==> config.mk <==
export PLATFORM = sky130hd
export DESIGN_NAME = axi4_lite_cmd_master_flat
export DESIGN_NICKNAME = d
export VERILOG_FILES = /design/src/rtl/axi4_lite_cmd_master_if.sv /design/src/rtl/axi4_lite_cmd_master.sv /design/src/flat_wrapper.sv
export SDC_FILE = /design/constraint.sdc
export NUM_CORES = 1
export LEC_CHECK = 0
export ABC_AREA = 1
export CAP_MARGIN = 20
export CORE_MARGIN = 2
export CORE_UTILIZATION = 39
export DETAILED_ROUTE_END_ITERATION = 16
export PLACE_DENSITY = 0.81
export REMOVE_ABC_BUFFERS = 1
export SETUP_SLACK_MARGIN = 0.2
export SYNTH_ARGS = -nofsm -noshare
export SYNTH_HDL_FRONTEND = slang
export SYNTH_SLANG_ARGS = --single-unit
==> constraint.sdc <==
create_clock -name clk -period 1.6 [get_ports clk]
set_input_delay 0.32 -clock clk [delete_from_list [all_inputs] [get_ports clk]]
set_output_delay 0.32 -clock clk [all_outputs]
set_load 0.02 [all_outputs]
==> src/rtl/axi4_lite_cmd_master_if.sv <==
// AXI4-lite bundle shared by the command master and whatever register slave it talks to.
// Only the signals a single-beat register access needs are carried.
interface ifc_axi4_lite #(
  parameter int ADDR_WIDTH = 32,
  parameter int DATA_WIDTH = 32
) ();

  logic [ADDR_WIDTH-1:0]   awaddr;
  logic [2:0]              awprot;
  logic                    awvalid;
  logic                    awready;

  logic [DATA_WIDTH-1:0]   wdata;
  logic [DATA_WIDTH/8-1:0] wstrb;
  logic                    wvalid;
  logic                    wready;

  logic [1:0]              bresp;
  logic                    bvalid;
  logic                    bready;

  logic [ADDR_WIDTH-1:0]   araddr;
  logic [2:0]              arprot;
  logic                    arvalid;
  logic                    arready;

  logic [DATA_WIDTH-1:0]   rdata;
  logic [1:0]              rresp;
  logic                    rvalid;
  logic                    rready;

  modport master (
    output awaddr, awprot, awvalid,
    input  awready,
    output wdata, wstrb, wvalid,
    input  wready,
    input  bresp, bvalid,
    output bready,
    output araddr, arprot, arvalid,
    input  arready,
    input  rdata, rresp, rvalid,
    output rready
  );

  modport slave (
    input  awaddr, awprot, awvalid,
    output awready,
    input  wdata, wstrb, wvalid,
    output wready,
    output bresp, bvalid,
    input  bready,
    input  araddr, arprot, arvalid,
    output arready,
    output rdata, rresp, rvalid,
    input  rready
  );

endinterface

==> src/rtl/axi4_lite_cmd_master.sv <==
// Single-outstanding AXI4-lite initiator: one command in, one AXI read or write out,
// one response back. Write AW and W complete independently before B is awaited.
module axi4_lite_cmd_master #(
  parameter int                    ADDR_WIDTH     = 32,
  parameter int                    AXI_DATA_WIDTH = 32,
  parameter logic [ADDR_WIDTH-1:0] AXI_BASE_ADDR  = '0
) (
  input  logic                        clk,
  input  logic                        rst,
  ifc_axi4_lite.master                if_axi,
  input  logic                        i_cmd_valid,
  output logic                        o_cmd_ready,
  input  logic                        i_cmd_write,
  input  logic [ADDR_WIDTH-1:0]       i_cmd_addr,
  input  logic [AXI_DATA_WIDTH-1:0]   i_cmd_wdata,
  input  logic [AXI_DATA_WIDTH/8-1:0] i_cmd_wstrb,
  output logic                        o_rsp_valid,
  input  logic                        i_rsp_ready,
  output logic                        o_rsp_write,
  output logic [AXI_DATA_WIDTH-1:0]   o_rsp_rdata,
  output logic [1:0]                  o_rsp_resp,
  output logic                        o_busy
);

  localparam logic [1:0] RESP_OKAY = 2'b00;

  if (!(AXI_DATA_WIDTH == 32 || AXI_DATA_WIDTH == 64)) begin : g_bad_data_width
    $error("axi4_lite_cmd_master: AXI_DATA_WIDTH must be 32 or 64");
  end

  typedef enum logic [2:0] {
    IDLE,
    WR,
    WR_RESP,
    RD_ADDR,
    RD_DATA,
    RSP
  } state_t;

  state_t state;
  state_t state_nxt;

  logic aw_done;
  logic w_done;
  logic aw_done_nxt;
  logic w_done_nxt;

  logic cmd_ready_c;
  logic awvalid_c;
  logic wvalid_c;
  logic bready_c;
  logic arvalid_c;
  logic rready_c;
  logic rsp_valid_c;

  logic                        write_q;
  logic [ADDR_WIDTH-1:0]       addr_q;
  logic [AXI_DATA_WIDTH-1:0]   wdata_q;
  logic [AXI_DATA_WIDTH/8-1:0] wstrb_q;
  logic [AXI_DATA_WIDTH-1:0]   rdata_q;
  logic [1:0]                  resp_q;

  logic cmd_accept;
  logic b_hs;
  logic r_hs;

  assign cmd_accept = cmd_ready_c && i_cmd_valid;
  assign b_hs       = bready_c && if_axi.bvalid;
  assign r_hs       = rready_c && if_axi.rvalid;

  always_comb begin
    state_nxt   = state;
    aw_done_nxt = aw_done;
    w_done_nxt  = w_done;
    cmd_ready_c = 1'b0;
    awvalid_c   = 1'b0;
    wvalid_c    = 1'b0;
    bready_c    = 1'b0;
    arvalid_c   = 1'b0;
    rready_c    = 1'b0;
    rsp_valid_c = 1'b0;

    case (state)
      IDLE: begin
        cmd_ready_c = 1'b1;
        if (i_cmd_valid) begin
          state_nxt   = i_cmd_write ? WR : RD_ADDR;
          aw_done_nxt = 1'b0;
          w_done_nxt  = 1'b0;
        end
      end

      // AW and W run independently; a handshake on either only retires that channel.
      WR: begin
        awvalid_c = !aw_done;
        wvalid_c  = !w_done;
        if (awvalid_c && if_axi.awready) aw_done_nxt = 1'b1;
        if (wvalid_c && if_axi.wready)   w_done_nxt  = 1'b1;
        if (aw_done_nxt && w_done_nxt) begin
          state_nxt   = WR_RESP;
          aw_done_nxt = 1'b0;
          w_done_nxt  = 1'b0;
        end
      end

      WR_RESP: begin
        bready_c = 1'b1;
        if (if_axi.bvalid) state_nxt = RSP;
      end

      RD_ADDR: begin
        arvalid_c = 1'b1;
        if (if_axi.arready) state_nxt = RD_DATA;
      end

      RD_DATA: begin
        rready_c = 1'b1;
        if (if_axi.rvalid) state_nxt = RSP;
      end

      RSP: begin
        rsp_valid_c = 1'b1;
        if (i_rsp_ready) state_nxt = IDLE;
      end

      default: state_nxt = IDLE;
    endcase
  end

  // A reset drops any in-flight transaction; the slave is expected to be reset alongside.
  always_ff @(posedge clk) begin
    if (rst) begin
      state   <= IDLE;
      aw_done <= 1'b0;
      w_done  <= 1'b0;
      write_q <= 1'b0;
      addr_q  <= '0;
      wdata_q <= '0;
      wstrb_q <= '0;
      rdata_q <= '0;
      resp_q  <= RESP_OKAY;
    end else begin
      state   <= state_nxt;
      aw_done <= aw_done_nxt;
      w_done  <= w_done_nxt;
      if (cmd_accept) begin
        write_q <= i_cmd_write;
        addr_q  <= AXI_BASE_ADDR + i_cmd_addr;
        wdata_q <= i_cmd_wdata;
        wstrb_q <= i_cmd_wstrb;
      end
      if (b_hs) begin
        resp_q  <= if_axi.bresp;
        rdata_q <= '0;
      end
      if (r_hs) begin
        resp_q  <= if_axi.rresp;
        rdata_q <= if_axi.rdata;
      end
    end
  end

  assign if_axi.awaddr  = addr_q;
  assign if_axi.awprot  = 3'b000;
  assign if_axi.awvalid = awvalid_c;
  assign if_axi.wdata   = wdata_q;
  assign if_axi.wstrb   = wstrb_q;
  assign if_axi.wvalid  = wvalid_c;
  assign if_axi.bready  = bready_c;
  assign if_axi.araddr  = addr_q;
  assign if_axi.arprot  = 3'b000;
  assign if_axi.arvalid = arvalid_c;
  assign if_axi.rready  = rready_c;

  assign o_cmd_ready = cmd_ready_c;
  assign o_rsp_valid = rsp_valid_c;
  assign o_rsp_write = write_q;
  assign o_rsp_rdata = rdata_q;
  assign o_rsp_resp  = resp_q;
  assign o_busy      = (state != IDLE);

endmodule
==> src/flat_wrapper.sv <==
// flat-port wrapper written by rule: the top's interface ports become plain ports
module axi4_lite_cmd_master_flat 
#(
  parameter int                    ADDR_WIDTH     = 32,
  parameter int                    AXI_DATA_WIDTH = 32,
  parameter logic [ADDR_WIDTH-1:0] AXI_BASE_ADDR  = '0
)
  (clk, rst, i_cmd_valid, o_cmd_ready, i_cmd_write, i_cmd_addr, i_cmd_wdata, i_cmd_wstrb, o_rsp_valid, i_rsp_ready, o_rsp_write, o_rsp_rdata, o_rsp_resp, o_busy, if_axi_awaddr, if_axi_awprot, if_axi_awvalid, if_axi_awready, if_axi_wdata, if_axi_wstrb, if_axi_wvalid, if_axi_wready, if_axi_bresp, if_axi_bvalid, if_axi_bready, if_axi_araddr, if_axi_arprot, if_axi_arvalid, if_axi_arready, if_axi_rdata, if_axi_rresp, if_axi_rvalid, if_axi_rready);
  ifc_axi4_lite #(.ADDR_WIDTH(ADDR_WIDTH)) if_axi_i ();
  input  logic clk;
  input  logic rst;
  input  logic i_cmd_valid;
  output logic o_cmd_ready;
  input  logic i_cmd_write;
  input  logic [ADDR_WIDTH-1:0] i_cmd_addr;
  input  logic [AXI_DATA_WIDTH-1:0] i_cmd_wdata;
  input  logic [AXI_DATA_WIDTH/8-1:0] i_cmd_wstrb;
  output logic o_rsp_valid;
  input  logic i_rsp_ready;
  output logic o_rsp_write;
  output logic [AXI_DATA_WIDTH-1:0] o_rsp_rdata;
  output logic [1:0] o_rsp_resp;
  output logic o_busy;
  output wire logic [$bits(if_axi_i.awaddr)-1:0] if_axi_awaddr;
  output wire logic [$bits(if_axi_i.awprot)-1:0] if_axi_awprot;
  output wire logic [$bits(if_axi_i.awvalid)-1:0] if_axi_awvalid;
  input wire logic [$bits(if_axi_i.awready)-1:0] if_axi_awready;
  output wire logic [$bits(if_axi_i.wdata)-1:0] if_axi_wdata;
  output wire logic [$bits(if_axi_i.wstrb)-1:0] if_axi_wstrb;
  output wire logic [$bits(if_axi_i.wvalid)-1:0] if_axi_wvalid;
  input wire logic [$bits(if_axi_i.wready)-1:0] if_axi_wready;
  input wire logic [$bits(if_axi_i.bresp)-1:0] if_axi_bresp;
  input wire logic [$bits(if_axi_i.bvalid)-1:0] if_axi_bvalid;
  output wire logic [$bits(if_axi_i.bready)-1:0] if_axi_bready;
  output wire logic [$bits(if_axi_i.araddr)-1:0] if_axi_araddr;
  output wire logic [$bits(if_axi_i.arprot)-1:0] if_axi_arprot;
  output wire logic [$bits(if_axi_i.arvalid)-1:0] if_axi_arvalid;
  input wire logic [$bits(if_axi_i.arready)-1:0] if_axi_arready;
  input wire logic [$bits(if_axi_i.rdata)-1:0] if_axi_rdata;
  input wire logic [$bits(if_axi_i.rresp)-1:0] if_axi_rresp;
  input wire logic [$bits(if_axi_i.rvalid)-1:0] if_axi_rvalid;
  output wire logic [$bits(if_axi_i.rready)-1:0] if_axi_rready;
  assign if_axi_awaddr = if_axi_i.awaddr;
  assign if_axi_awprot = if_axi_i.awprot;
  assign if_axi_awvalid = if_axi_i.awvalid;
  assign if_axi_i.awready = if_axi_awready;
  assign if_axi_wdata = if_axi_i.wdata;
  assign if_axi_wstrb = if_axi_i.wstrb;
  assign if_axi_wvalid = if_axi_i.wvalid;
  assign if_axi_i.wready = if_axi_wready;
  assign if_axi_i.bresp = if_axi_bresp;
  assign if_axi_i.bvalid = if_axi_bvalid;
  assign if_axi_bready = if_axi_i.bready;
  assign if_axi_araddr = if_axi_i.araddr;
  assign if_axi_arprot = if_axi_i.arprot;
  assign if_axi_arvalid = if_axi_i.arvalid;
  assign if_axi_i.arready = if_axi_arready;
  assign if_axi_i.rdata = if_axi_rdata;
  assign if_axi_i.rresp = if_axi_rresp;
  assign if_axi_i.rvalid = if_axi_rvalid;
  assign if_axi_rready = if_axi_i.rready;
  axi4_lite_cmd_master #(.ADDR_WIDTH(ADDR_WIDTH), .AXI_DATA_WIDTH(AXI_DATA_WIDTH), .AXI_BASE_ADDR(AXI_BASE_ADDR)) u_core (.clk(clk), .rst(rst), .if_axi(if_axi_i), .i_cmd_valid(i_cmd_valid), .o_cmd_ready(o_cmd_ready), .i_cmd_write(i_cmd_write), .i_cmd_addr(i_cmd_addr), .i_cmd_wdata(i_cmd_wdata), .i_cmd_wstrb(i_cmd_wstrb), .o_rsp_valid(o_rsp_valid), .i_rsp_ready(i_rsp_ready), .o_rsp_write(o_rsp_write), .o_rsp_rdata(o_rsp_rdata), .o_rsp_resp(o_rsp_resp), .o_busy(o_busy));
endmodule
==> metrics, run 1 <==
Core Area=12,000 µm²; Avg Cell Area, Syn=8.35 µm²; wire per inst=20.6 µm; DR WL met2=10,800 µm; initial antenna violation count=0; WL final=20,600 µm; Die W=115 µm; power per cell area=1600 nW/µm²; antenna cells=0; clk root buf=clkbuf_16; largest net degree at the start of global routing=48; startpoint types=register; Avg Vias per Cell=5.31; number of global-route vias before repair=5,439; Clock Pin Slew Worst Setup and Hold Paths=70 ps; final worst-path cycle share=1.02; die area=13,200 µm²; post-synth top area share=0.452; CTS tree=yes; dominant cells by area after synthesis=dfxtp_1 45%, nand2_1 9.3%, nand3_1 8.1%; post-place setup slack=-163 ps; gr ovfl total=0; Worst-Skew Late Latency=350 ps; crit-path leading delay family=buffers and inverters; Layout Nets=962; power consumption=14,900 µW; Bufs and invs on worst path=4; Final Worst Setup Slack=-29.6 ps; CP max stage delay=360 ps; Yosys reg bits=108; Placed Cells=932; setup slack, reg-to-reg=-20 ps; Metal-1 WL=7160 µm; met3 WL post-DR=1680 µm; Initial Utilization=0.398; Arr. time, crit path=1310 ps; critical path required time=1280 ps; fin area=9330 µm²; Via Count=5,313; Non-Filler Instances=1,000; CP endpoint kind=primary output; Final Max Tran Viols=0; Synth cell types=27; failing checks=negative setup slack; DP Area=7330 µm²; CP dominant cell by count=buf_6; DR top layer=met4; hold crit path type=in2reg; Worst VDD drop=0.739 mV; Yosys top cell by area=dfxtp_1; Syn Inst Count=573; FP Rows=40; DRC viols=0; hold_sp=rst; layout cells sized above 1=0.565; total clock sinks=108; Post-Syn Area=4780 µm²; reg-to-reg endpoint=u_core.if_axi.wdata[5]; unrepaired setup endpoints after global routing=yes; Pleak=0.00396 µW; DIE HEIGHT=115 µm; Final HPWL DP=10,800 µm; Cell Chain, Critical Path=buf_6 -> nor2_4 -> nand2_2 -> buf_6 -> inv_8 -> buf_6; htree depth=3; TritonCTS Buffers=9; hold endpoint=u_core.o_rsp_rdata[6]; Max FO, Critical Path=3; Max-cap violations=0; WHS Path Cells=2; status=complete, but fails checks; Detailed Routing Iterations Pass 1=4; io pins=263; first-pass GRT wire length=29,200 µm; Area growth, synth to finish=95.1%; GPL Wtd Cong=0.801; Final Setup Violations=24; Setup Skew=6.22 ps; initial DRC count=281; # hold bufs at CTS=0; post-synthesis sequential area ratio=0.452; Slowest cell on crit path=dfxtp_4; final count of hold timing violations=0; crit path kind=reg2out; crit path time final=1630 ps; Crit Reg-Reg Startpoint=u_core.state[0]; post-route ant nets=0; Synth Warn #=0; GRT Resource Usage Total=0.288; maximum clock rate=614 MHz; Setup crit start=u_core.state[0]; # port buffers=256; Register-to-Register Path Depth=11; clk buf depth=2
==> metal layers <==
layer / vias up / global-route usage
met1: 2549 / 0.301
met2: 298 / 0.538
met4: 0 / 0.134
met5: - / 0
met3: 71 / 0.0764
li1: 2395 / -
==> metrics by stage <==
step	setup TNS, ps	hold slack [ps]	utilization
after floorplan	-41840	382	-
after global placement	-1850	448	0.610
after detailed placement	-3350	454	0.610
after CTS	-298	341	0.756
after global routing	-2800	364	0.777
final	-243	353	0.777
==> flip-flops by register name, indices dropped and copies added (netlist names) <==
signal and cells:
u_core.o_rsp_write 1, u_core.o_rsp_rdata 32, u_core.w_done 1, u_core.if_axi.wstrb 4
u_core.o_rsp_resp 2, u_core.if_axi.araddr 32, u_core.if_axi.wdata 32, u_core.state 3
u_core.aw_done 1
==> worst max path at each step <==
stage                                         to  depth (start not counted)
after floorplan                   u_core.aw_done                          6
after global placement            if_axi_awvalid                          3
after detailed placement          if_axi_awvalid                          3
after CTS                  u_core.o_rsp_rdata[1]                         11
after global routing      u_core.o_rsp_rdata[25]                         11
final                                o_cmd_ready                          6
==> placed cells by master (no fill, tap or decap), types with 3 or more instances in the layout <==
cell,Yosys,layout
nand3_4,0,7
nand3_1,77,61
buf_12,3,22
dlygate4sd2_1,0,23
a21oi_2,30,98
nand2_1,119,22
clkbuf_16,0,9
clkbuf_1,16,3
buf_16,0,19
buf_6,1,26
clkdlybuf4s50_1,0,111
nor2_4,1,4
buf_4,39,20
inv_2,4,6
nand2_4,32,112
a21oi_1,76,7
dfxtp_4,0,3
inv_8,1,3
conb_1,1,6
inv_1,16,11
dfxtp_1,108,103
nand3_2,1,10
clkbuf_2,0,88
clkdlybuf4s15_2,0,15
nor2_2,1,3
nor2_1,15,10
nand2_2,3,19
clkdlybuf4s15_1,0,8
==> synth_stat cells (all sizes together) <==
| master | number |
|---|---|
| buf | 63 |
| o21ai | 2 |
| clkbuf | 16 |
| nand3 | 78 |
| inv | 21 |
| a21oi | 106 |
| dfxtp | 108 |
| conb | 1 |
| nand4 | 1 |
| nand3b | 2 |
| nor2 | 18 |
| nor3 | 1 |
| nand2 | 154 |
| o211ai | 2 |
==> repair_timing <==
item | in CTS | in global routing
resized for setup | 445 | 304
gates cloned | 21 | 0
pin swaps | 24 | 33
endpoints found under the setup margin | 250 | 211
setup buffers | 26 | 5
==> final cells by class <==
cell class	instances	area (µm²)
well taps	147	184
clock inverters	3	21.3
inverters	21	98.8
fillers	702	2680
multi-input cells	371	3140
flip-flops and latches	108	2180
clock buffers	13	250
repair buffers	336	3450
repair inverters	1	11.3
==> cells by family (layout without fill, tap and decap cells) <==
| logic type | after synthesis | in the layout | synth area share |
|---|---|---|---|
| flip-flops | 108 | 108 | 0.452 |
| buffers and inverters | 100 | 374 | 0.127 |
| AO/OA/AOI/OAI | 110 | 110 | 0.140 |
| other | 1 | 6 | 0.000784 |
| AND/OR/NAND/NOR | 254 | 255 | 0.280 |
==> power by group <==
part	internal, µW	switching [µW]	total (µW)
clock network	1110	1030	2130
logic	4400	4710	9110
registers	3150	509	3650
total	8650	6240	14900
Power figures use the tool's default switching activity.
==> inputs of run 2 (changes only) <==
--- a/config.mk
+++ b/config.mk
@@ -16,3 +16,4 @@
 export SYNTH_ARGS = -nofsm -noshare
 export SYNTH_HDL_FRONTEND = slang
 export SYNTH_SLANG_ARGS = --single-unit
+export TNS_END_PERCENT = 5
==> metrics, run 2 (synthesis gave the netlist of run 1 again) <==
Arr. time, crit path=1310 ps; CP endpoint kind=primary output; FP Rows=40; initial antenna violation count=0; DP Area=7330 µm²; CP max stage delay=360 ps; Layout Nets=926; Layout fillers=852; final setup TNS=-25.4 ps; CTS tree=yes; Cell Chain, Critical Path=buf_6 -> nor2_4 -> nand2_2 -> buf_6 -> inv_8 -> buf_6; critical path required time=1280 ps; Final Setup Violations=1; area of the multi-input gates=2820 µm²; clk buf depth=2; Max FO, Critical Path=3; Worst-Skew Late Latency=340 ps; most common cell after layout, fill and taps aside=clkdlybuf4s50_1; maximum clock rate=615 MHz; register area=2170 µm²; status=complete, but fails checks; total clock sinks=108; Final HPWL DP=10,800 µm; die area=13,200 µm²; TritonCTS Buffers=9; number of global-route vias before repair=4,929; Worst VDD drop=0.623 mV; Slowest cell on crit path=dfxtp_4; hold crit path type=in2reg; largest net degree at the start of global routing=48; P_sw=5410 µW; crit path time final=1630 ps; Final Worst Setup Slack=-25.4 ps; power share of the sequential group=0.288; commonest cells after routing, fill and taps aside=111 x clkdlybuf4s50_1, 105 x dfxtp_1, 89 x a21oi_2; Max-cap violations=0; fin area=8390 µm²; GPL Wtd Cong=0.801; final count of hold timing violations=0; DRC viols=0; clock power share=0.167; Avg Vias per Cell=5.13; final worst-path cycle share=1.02; failing checks=negative setup slack; Clock Pin Slew Worst Setup and Hold Paths=70 ps; Via Count=4,946; crit path kind=reg2out; CP dominant cell by count=buf_6; Area growth, synth to finish=75.3%; power per cell area=1500 nW/µm²; Initial Utilization=0.398; # port buffers=256; Pleak=0.00347 µW; GRT Resource Usage Total=0.240; wire per inst=18.0 µm; clk root buf=clkbuf_16; Final Max Tran Viols=0; layout cells sized above 1=0.452; Switching Share=0.431; initial DRC count=238; Setup Skew=5.98 ps; post-route ant nets=0; Core Area=12,000 µm²; antenna cells=0; Die W=115 µm; Combinational Power Share=0.545; startpoint types=register; io pins=263; Internal=7160 µW; htree depth=3; unrepaired setup endpoints after global routing=yes; # hold bufs at CTS=0; WL final=17,400 µm; DIE HEIGHT=115 µm; first-pass GRT wire length=24,900 µm; Detailed Routing Iterations Pass 1=4; gr ovfl total=0
run 2: cell count changes in the layout (fill, tap and decap cells not counted), moves of 10 or more:
cell             change
buf_12              -15
buf_16              -15
buf_6               -14
clkbuf_2            -24
clkdlybuf4s15_1     +13
dlygate4sd2_1       +10
nand2_1             +26
nand2_4             -26
nand3_1             +11
run 2: power by group through the flow:
stage               clock, µW  sequential, µW  combinational (µW)
detailed placement          0            3520                5250
global route             2250            3660                7220
global placement            0            3490                5140
finish                   2100            3620                6850
CTS                      2130            3580                6290
floorplan                   0            4150                1870
run 2: metal layers:
layer,part of all wire,global-route usage,vias to the layer above
li1,-,-,2316
met1,0.37,0.257,2344
met4,0.039,0.105,0
met5,0,0,-
met2,0.50,0.439,241
met3,0.086,0.0722,45
run 2: layout make-up:
class,instances,area share
repair buffers,301,0.340
multi-input cells,371,0.336
flip-flops and latches,108,0.259
clock buffers,13,0.0298
well taps,147,0.0219
inverters,21,0.0115
clock inverters,3,0.00254
run 2: per-stage QoR:
stage	util	std cells	hold slack (ps)	setup WS (ps)	power (µW)
after CTS	0.699	956	341	-31.1	12000
final	0.698	964	351	-25.4	12600
after detailed placement	0.610	932	454	-163	8760
after global routing	0.698	964	359	-56.1	13100
after global placement	0.610	932	448	-107	8620
after floorplan	-	499	382	-614	6020
run 2: critical path, delay by kind of cell, from the launching register on:
kind	cells	cell delay, ps
flops	1	360
simple gates	2	150
buf+inv	4	440
run 2: worst paths after layout:
kind | from | end | slack, ps | cells after the start
worst min register to register | u_core.if_axi.wdata[11] | u_core.if_axi.wdata[11] | 460 | 2
worst max-delay path | u_core.state[0] | o_cmd_ready | -30 | 6
worst max register to register | u_core.state[0] | u_core.if_axi.wdata[7] | 20 | 10
worst min-delay path | rst | u_core.o_rsp_rdata[28] | 350 | 2
run 2: what timing repair did:
item                       4_1_cts  5_1_grt
hold endpoints to repair         0        0
setup buffers                    5        2
setup endpoints to repair      250      219
gates cloned                     3        6
pin swaps                      129       15
resized for setup              446      149
